[config.mk]
export PLATFORM = sky130hd
export DESIGN_NAME = shift_add_multiplier_flat
export DESIGN_NICKNAME = d
export VERILOG_FILES = /design/src/rtl/shift_add_multiplier_if.sv /design/src/rtl/shift_add_multiplier.sv /design/src/flat_wrapper.sv
export SDC_FILE = /design/constraint.sdc
export NUM_CORES = 1
export LEC_CHECK = 0
export BUFFER_PORTS_ARGS = -buffer_cell sky130_fd_sc_hd__buf_2
export CAP_MARGIN = 20
export CORE_AREA = 2 2 95 60
export DETAILED_ROUTE_END_ITERATION = 12
export DIE_AREA = 0 0 97 62
export PLACE_DENSITY = 0.79
export SLEW_MARGIN = 20
export SYNTH_ARGS = -nofsm -noshare
export SYNTH_HDL_FRONTEND = slang
export SYNTH_SLANG_ARGS = --single-unit
[constraint.sdc]
create_clock -name clk -period 2.91 [get_ports clk]
set_clock_uncertainty 0.1 [all_clocks]
set_input_delay 0.1455 -clock clk [delete_from_list [all_inputs] [get_ports clk]]
set_output_delay 0.1455 -clock clk [all_outputs]
set_load 0.03 [all_outputs]
[src/rtl/shift_add_multiplier_if.sv]
// shift_add_multiplier_if: start/operand request and busy/done/product response bundle
interface shift_add_multiplier_if #(
    parameter int N = 10
);
    logic           start;
    logic [N-1:0]   A;
    logic [N-1:0]   B;
    logic           busy;
    logic           done;
    logic [2*N-1:0] product;

    modport master (
        output start, A, B,
        input  busy, done, product
    );

    modport slave (
        input  start, A, B,
        output busy, done, product
    );
endinterface

[src/rtl/shift_add_multiplier.sv]
// shift_add_multiplier: sequential unsigned shift-and-add multiplier, one add-or-skip step per cycle
module shift_add_multiplier #(
    parameter int N = 10
) (
    input logic                 clk,
    input logic                 rst,
    shift_add_multiplier_if.slave bus
);
    localparam int CW = $clog2(N);

    typedef enum logic [1:0] {IDLE, CALC, DONE} state_t;

    state_t         state, state_n;
    logic [N-1:0]   m;
    logic [N:0]     acc;
    logic [N-1:0]   q;
    logic [CW-1:0]  cnt;
    logic [2*N-1:0] product;
    logic [N:0]     sum;
    logic           last;

    // acc[N] is always zero between steps, so adding the full register equals adding its low N bits
    always_comb begin
        sum  = acc + (q[0] ? {1'b0, m} : '0);
        last = cnt == CW'(N - 1);
    end

    // Next-state and Moore output decode
    always_comb begin
        state_n = state == IDLE ? (bus.start ? CALC : IDLE) :
                  state == CALC ? (last ? DONE : CALC) : IDLE;
        bus.busy    = state != IDLE;
        bus.done    = state == DONE;
        bus.product = product;
    end

    // State register; reset aborts any operation in progress
    always_ff @(posedge clk or posedge rst) begin
        if (rst)
            state <= IDLE;
        else
            state <= state_n;
    end

    // Datapath: capture operands, shift {acc,q} right after each conditional add, publish on DONE
    always_ff @(posedge clk or posedge rst) begin
        if (rst) begin
            m       <= '0;
            acc     <= '0;
            q       <= '0;
            cnt     <= '0;
            product <= '0;
        end else if (state == IDLE) begin
            if (bus.start) begin
                m   <= bus.A;
                q   <= bus.B;
                acc <= '0;
                cnt <= '0;
            end
        end else if (state == CALC) begin
            acc <= {1'b0, sum[N:1]};
            q   <= {sum[0], q[N-1:1]};
            cnt <= cnt + 1'b1;
        end else if (state == DONE) begin
            product <= {acc[N-1:0], q};
        end
    end
endmodule

[src/flat_wrapper.sv]
// flat-port wrapper written by rule: the top's interface ports become plain ports
module shift_add_multiplier_flat 
#(
    parameter int N = 10
)
  (clk, rst, bus_start, bus_A, bus_B, bus_busy, bus_done, bus_product);
  shift_add_multiplier_if #(.N(N)) bus_i ();
  input logic clk;
  input logic rst;
  input wire logic [$bits(bus_i.start)-1:0] bus_start;
  input wire logic [$bits(bus_i.A)-1:0] bus_A;
  input wire logic [$bits(bus_i.B)-1:0] bus_B;
  output wire logic [$bits(bus_i.busy)-1:0] bus_busy;
  output wire logic [$bits(bus_i.done)-1:0] bus_done;
  output wire logic [$bits(bus_i.product)-1:0] bus_product;
  assign bus_i.start = bus_start;
  assign bus_i.A = bus_A;
  assign bus_i.B = bus_B;
  assign bus_busy = bus_i.busy;
  assign bus_done = bus_i.done;
  assign bus_product = bus_i.product;
  shift_add_multiplier #(.N(N)) u_core (.clk(clk), .rst(rst), .bus(bus_i));
endmodule
Yosys cells after proc, flatten, opt, wreduce, memory -nomap -nowiden. Cells that the tools add are included. Widths: inputs -> output; s select.

Multiplexer cells: 14. Equality and inequality tests: 4. Add/sub/neg operators: 2. Bitwise operators: 2. Reduce and logical (&&, ||, !) cells: 6.

Operators by type and width (count): $mux 10 (4); $mux 11 (3); $mux 4 (3); $add 11x11->11 (1); $mux 2 (3); $add 4x1->4 const B (1); $eq 4x4->1 const B (1); $reduce_and 2->1 (2); $reduce_bool 2->1 (2); $reduce_and 3->1 (1); $eq 2x1->1 const B (1); $eq 2x2->1 const B (1); $logic_not 2->1 (1); $ne 2x2->1 const B (1); $not 1->1 (2); $mux 1 (1).

Input bits: 23. Logic and storage cells: 34. Bits in registers: 57.

Depth between registers and ports, before layout. Gate-level depths: netlist of run 1.

Depth after elaboration: 4. Depth in mapped cells: 8. Mapped depth without buffers: 7.

Worst setup path after synthesis of run 1. No wires, ideal clock.

Path kind: reg2reg. Start: reg u_core.q[0]. End: reg u_core.acc[7]. Cell stages (with the launch flop): 9. Data required time: 2.741 ns. Arrival time: 2.257 ns. Path buffers: 1. Path slack: 0.484 ns. Cell sequence: dfrtp_1 clkbuf_1 and2_1 ha_1 fa_1 a21o_1 a41o_1 or4_1 nand3_1.

Cells in the longest elaborated chain, start to end: 4.

RTL lines: start: declaration (line shift_add_multiplier.sv:16) `logic [N-1:0] q;`; start signal: assignment (line shift_add_multiplier.sv:56) `q <= bus.B;`; start signal: assignment (line shift_add_multiplier.sv:62) `q <= {sum[0], q[N-1:1]};`; $mux 10 (line shift_add_multiplier.sv:24) `sum = acc + (q[0] ? {1'b0, m} : '0);`; $add 11x11->11 (line shift_add_multiplier.sv:24); $mux 11 (line shift_add_multiplier.sv:60) `end else if (state == CALC) begin`; $mux 11 (line shift_add_multiplier.sv:53) `end else if (state == IDLE) begin`; end signal: assignment (line shift_add_multiplier.sv:61) `acc <= {1'b0, sum[N:1]};`; end: declaration (line shift_add_multiplier.sv:15) `logic [N:0] acc;`.

No other way between the ends. The select of a mux whose other input is x is not followed. A chain may end at the register's enable or synchronous reset.

Worst setup path in the final report of run 1. Same ends and word-level chain as after synthesis.

==> results_dict.tcl, run 1 <==
set metrics [dict create \
    synth.avg_cell_area_um2 11.35 \
    cts_tree "built" \
    ys_seq_area_frac 0.5124 \
    end_kind "flip-flop" \
    dpl.hpwl_um 4248 \
    grt_max_degree 31 \
    max_freq_mhz 392.3 \
    drc 0 \
    slowest_stage "dfrtp_1" \
    vias 2032 \
    hp-class "primary input to flip-flop" \
    tightest_slew_ns 0.9693 \
    rsz0062_at_grt "false" \
    slew_headroom 0.3525 \
    final_common_cell "dfrtp_1" \
    ctsHoldBuffers 11 \
    post_cts_resized 0 \
    crit_family "simple AND/OR/NAND/NOR gates" \
    cap_violations 0 \
    drive_gt1_frac 0.3020 \
    regToRegSetupSlack_ns 0.36 \
    finalHoldViolCount 0 \
    cts_root_buf "clkbuf_8" \
    cts_setup_buffers 0 \
    seqCellArea_mm2 0.001401 \
    critPathMaxStageDelay_ns 0.48 \
    rr_startpoint "u_core.q[0]" \
    vdd_drop_max_mv 0.6066 \
    crit_buf_inv 0 \
    cts_sinks 56 \
    combPwrFrac 0.475 \
    port_buffers 44 \
    setup_viol 0 \
    row_count 21 \
    post_drt_wl_per_cell_um 15.80 \
    antenna_cells 0 \
    fin_util 0.6160 \
    multiInputGateArea_mm2 0.001271 \
    arrival_ns 2.70 \
    ys_ff_latch 56 \
    p_per_area_mw_per_mm2 1116 \
    power.switching_uw 1521 \
    design.portCount 45 \
    crit_chain "and2_1 -> ha_1 -> fa_1 -> a21o_1 -> a41o_1 -> or4_1 -> nand3_1" \
    grt_pass1_vias 1910 \
    tns_ns 0 \
    p_sw_frac 0.4187 \
    cts_buffer_depth 2 \
    yosysWarnings 0 \
    synthDistinctLibCells 45 \
    cp.depth 7 \
    fin_nets 333 \
    start_kind "flip-flop" \
    outcome "finished, final reports clean" \
    finalCriticalPeriod_ns 2.549 \
    path_clk_slew_ns 0.10 \
    most-common-layout-cells "dfrtp_1, buf_2, mux2_2" \
    synth_flop_cell "dfrtp_1" \
    crit_type "flip-flop to flip-flop" \
    first_pass_iters 4 \
    viasPerCell 5.537 \
    endpoint "u_core.acc[7]" \
    grt_pass1_wl_um 9604 \
    crit_path_max_fanout 12 \
    routed_wl_um 5800 \
    cts_buffers 5 \
    worstRegToRegCells 7 \
    gr-total-overflow 0 \
    syn-cell-area_mm2 0.002735 \
    grt_usage 0.2051 \
    clock_insertion_delay_worst_skew_ns 0.31 \
    seqPwrFrac 0.384 \
    synth-async-reset-ratio 1.000 \
    power.leakage_uw 0.001548 \
    die_w_um 97 \
    fin_crit_sh 0.8761 \
    place.gp.congestion 0.8908 \
    critPathRequiredTime_ns 3.06 \
    fill_cells 444 \
    drt_iter0_drc 137 \
    internal_power_uw 2111 \
    synth_cells 241 \
    start_util 0.5179 \
    synthesis.nets 277 \
    h-tree-depth 2 \
    reg2reg_to "u_core.acc[7]" \
    startpoint "u_core.q[0]" \
    ant_nets 0 \
    clkPwrFrac 0.141 \
    dieArea_mm2 0.006014 \
    die_h_um 62 \
    grt_antenna_before_repair 0 \
    core_mm2 0.005281 \
    synth_edf_count 0 \
    drv_slew 0 \
    area_delta_synth_final_pct 18.94 \
]
## power by group through the flow
stage | clock network, µW | logic, µW | registers [µW]
final | 513 | 1720 | 1390
after global routing | 557 | 1880 | 1450
after CTS | 527 | 1710 | 1400
after detailed placement | 0 | 1690 | 1410
after global placement | 0 | 1630 | 1390
after floorplan | 0 | 1080 | 1550
## flip-flops by register name, summed over array words and instances (netlist names)
signal,cells
u_core.q,10
u_core.bus.product,20
u_core.state,2
u_core.m,10
u_core.cnt,4
u_core.acc,10
## worst min-delay path by stage
stage | start | end | slack, ns | cells past startpoint
after floorplan | bus_A[7] | u_core.m[7] | 0.20 | 1
after global placement | rst | u_core.bus.product[18] | 0.13 | 2
after detailed placement | rst | u_core.bus.product[18] | 0.14 | 2
after CTS | bus_B[6] | u_core.q[6] | 0.03 | 3
after global routing | bus_B[7] | u_core.q[7] | 0.03 | 3
final | bus_B[7] | u_core.q[7] | 0.03 | 3
## layer usage
layer / share of wire / track usage / wire, µm / vias up
met5: 0 / 0 / 0 / -
met4: 0.0072 / 0.04427 / 42 / 0
met3: 0.068 / 0.05257 / 396 / 5
met2: 0.41 / 0.3095 / 2398 / 72
met1: 0.51 / 0.3037 / 2962 / 982
li1: - / - / - / 973
## synthesized netlist by cell type, types with 2 or more instances
cell type | n | area share
a21o_1 | 2 | 0.0055
a21oi_1 | 5 | 0.0091
and2_1 | 10 | 0.023
buf_2 | 5 | 0.0091
clkbuf_1 | 5 | 0.0069
dfrtp_1 | 56 | 0.51
ha_1 | 12 | 0.055
inv_1 | 6 | 0.0082
mux2_2 | 30 | 0.12
mux2i_1 | 10 | 0.037
nand2_1 | 25 | 0.034
nand2b_1 | 2 | 0.0046
nand3_1 | 6 | 0.011
nand4_1 | 3 | 0.0069
nor2_1 | 6 | 0.0082
nor2b_1 | 3 | 0.0069
nor3_1 | 2 | 0.0037
o211ai_1 | 2 | 0.0055
o21ai_0 | 24 | 0.044
o21bai_1 | 2 | 0.0055
## cell families (layout without fill, tap and decap cells)
family | after synthesis | after routing | share of synthesized area
adders and majority gates | 13 | 13 | 0.06221
AOI/OAI and AO/OA | 50 | 50 | 0.1171
DFF | 56 | 56 | 0.5123
buffers and inverters | 16 | 73 | 0.02424
and+or+nand+nor | 64 | 64 | 0.1176
xor gates and xnor gates | 2 | 2 | 0.006406
muxes | 40 | 40 | 0.1601
## tightest hold or removal path: cells and delay by family
kind / cells / cell delay, ns
buf+inv: 1 / 0.08
mux: 1 / 0.05
compound gates: 1 / 0.13
## metrics by stage
step	setup slack [ns]	total power (µW)	area (µm²)	cells	hold WS, ns
floorplan	0.4838	2628	2735	241	0.1959
global placement	0.4792	3022	3032	348	0.1281
detailed placement	0.3844	3103	3032	348	0.1412
CTS	0.3683	3634	3253	367	0.02614
global route	0.2954	3879	3253	367	0.03431
finish	0.3607	3632	3253	367	0.02686
## layout make-up
type	count	area share
well taps	69	0.02654
flip-flops and latches	56	0.4308
inverters	6	0.006923
repair buffers	59	0.1108
multi-input cells	169	0.3908
clock inverters	2	0.01192
clock buffers	6	0.02231
Note: power is estimated with default switching activity, not from simulation.
==> inputs of run 2 (changes only) <==
Settings changed: CORE_AREA 2 2 95 60 to 4 4 97 62, DIE_AREA 0 0 97 62 to 0 0 101 66, PLACE_DENSITY 0.79 to not set, PLACE_DENSITY_LB_ADDON set to 0.1.
==> run 2 against run 1 <==
Net effect:
- sequential share of layout area rose by 0.20 points
- routed wire length fell by 2.7%
- critical endpoint unchanged
- die area up 11%
- critical path depth unchanged
- count of clock-buffer cells in the layout unchanged
- worst setup slack better by 0.037 ns
- non-clock buffer count grew 1
- fmax increased by 1.5%
- global-route usage shrank 1.3 points
==> results_dict.tcl, run 2 (synthesis results as in run 1) <==
set metrics [dict create \
    largest_reg_flops 20 \
    start_util 0.5438 \
    fill_cells 396 \
    crit_type "flip-flop to flip-flop" \
    multiInputGateArea_mm2 0.001271 \
    row_count 20 \
    port_buffers 44 \
    die_h_um 66 \
    holdPathStages 3 \
    p_per_area_mw_per_mm2 1085 \
    dp_cells 346 \
    path_clk_slew_ns 0.09 \
    grt_pass1_wl_um 9991 \
    post_drt_wl_per_cell_um 15.47 \
    vias 1986 \
    first_pass_iters 4 \
    start_kind "flip-flop" \
    drc 0 \
    total_power_uw 3514 \
    slew_headroom 0.5352 \
    cts_buffer_depth 2 \
    most-common-layout-cells "dfrtp_1, buf_2, mux2_2" \
    vdd_drop_max_mv 0.5447 \
    drv_slew 0 \
    top_register "u_core.bus.product" \
    viasPerCell 5.441 \
    area_delta_synth_final_pct 18.39 \
    seqCellArea_mm2 0.001401 \
    crit_chain "and2_1 -> ha_1 -> fa_1 -> a21o_1 -> a41o_1 -> or4_1 -> nand3_1" \
    fin_util 0.6438 \
    cts_tree "built" \
    fin_crit_sh 0.8632 \
    reg2reg_to "u_core.acc[7]" \
    drive_gt1_frac 0.3077 \
    power.leakage_uw 0.001547 \
    tightest_slew_ns 0.6972 \
    grt_usage 0.1921 \
    max_freq_mhz 398.1 \
    regToRegSetupSlack_ns 0.40 \
    rsz0062_at_grt "false" \
    tns_ns 0 \
    crit_path_max_fanout 12 \
    finalCriticalPeriod_ns 2.512 \
    cts_sinks 56 \
    routed_wl_um 5646 \
    rr_startpoint "u_core.q[0]" \
    hp-class "primary input to flip-flop" \
    outcome "finished, final reports clean" \
    dpl.hpwl_um 3985 \
    setup_viol 0 \
    whs_ns 0.02332 \
    cts_root_buf "clkbuf_8" \
    grt_antenna_before_repair 0 \
    drt_iter0_drc 83 \
    hold_end "u_core.q[7]" \
    cts_buffers 5 \
    end_kind "flip-flop" \
    final_cells 365 \
    critPathMaxStageDelay_ns 0.48 \
    critPathRequiredTime_ns 3.06 \
    grt_pass1_vias 2040 \
    gr-total-overflow 0 \
    post_cts_resized 0 \
    arrival_ns 2.66 \
    final_common_cell "dfrtp_1" \
    grt_max_degree 57 \
    clock_insertion_delay_worst_skew_ns 0.30 \
    worstRegToRegCells 7 \
    place.gp.congestion 0.8452 \
    dieArea_mm2 0.006666 \
    holdCritStartpoint "bus_B[7]" \
    die_w_um 101 \
    slowest_stage "dfrtp_1" \
    core_mm2 0.005030 \
    design.portCount 45 \
    finalHoldViolCount 0 \
    ant_nets 0 \
    cap_violations 0 \
    fin_nets 334 \
    h-tree-depth 2 \
    antenna_cells 0 \
]
[run 2: cell types whose count changed in the layout (fill, tap and decap cells not counted), sizes merged]
cell / delta
clkinv: +2
buf: +1
bufinv: -1
inv: -1
[run 2: layer usage]
metal / vias to the layer above / global-route usage / wire length, µm
li1: 979 / - / -
met1: 952 / 0.2864 / 2850
met2: 50 / 0.2869 / 2407
met3: 5 / 0.04110 / 354
met4: 0 / 0.04312 / 33
met5: - / 0 / 0
[run 2: stage by stage]
stage,cell area (µm²),worst slack [ns]
finish,3238,0.3980
global route,3238,0.2591
CTS,3238,0.3962
detailed placement,3035,0.4350
global placement,3035,0.4449
floorplan,2735,0.4838
[run 2: how the worst max path moves through the flow]
stage / startpoint / endpoint / slack [ns] / depth (start not counted)
floorplan: u_core.q[0] / u_core.acc[7] / 0.48 / 8
global placement: u_core.q[0] / u_core.acc[5] / 0.44 / 7
detailed placement: u_core.q[0] / u_core.acc[7] / 0.43 / 7
CTS: u_core.q[0] / u_core.acc[7] / 0.40 / 7
global route: u_core.q[0] / u_core.acc[7] / 0.26 / 7
finish: u_core.q[0] / u_core.acc[7] / 0.40 / 7
[run 2: where the power goes]
part	internal [µW]	switching (µW)	total, µW
clock network	191	242	433
logic	723	979	1700
registers	1140	244	1380
total	2050	1460	3510
[run 2: layout make-up]
cell class | count | area share
Sequential cell | 56 | 0.4328
Multi-Input combinational cell | 169 | 0.3926
Timing Repair Buffer | 60 | 0.1136
Clock buffer | 6 | 0.02550
Tap cell | 66 | 0.02550
Inverter | 6 | 0.006955
Clock inverter | 2 | 0.003091
[run 2: what timing repair did]
action	CTS	global route
setup endpoints to repair	0	0
hold buffers	11	0
setup buffers	0	0
hold endpoints to repair	66	0
[run 2: worst max-delay path: cells and delay by family (launching register included)]
kind	cells	cell delay, ns
AO/OA/AOI/OAI	2	0.47
adder cells (fa/ha/maj)	2	0.65
flip-flops	1	0.48
AND/OR/NAND/NOR	3	0.75
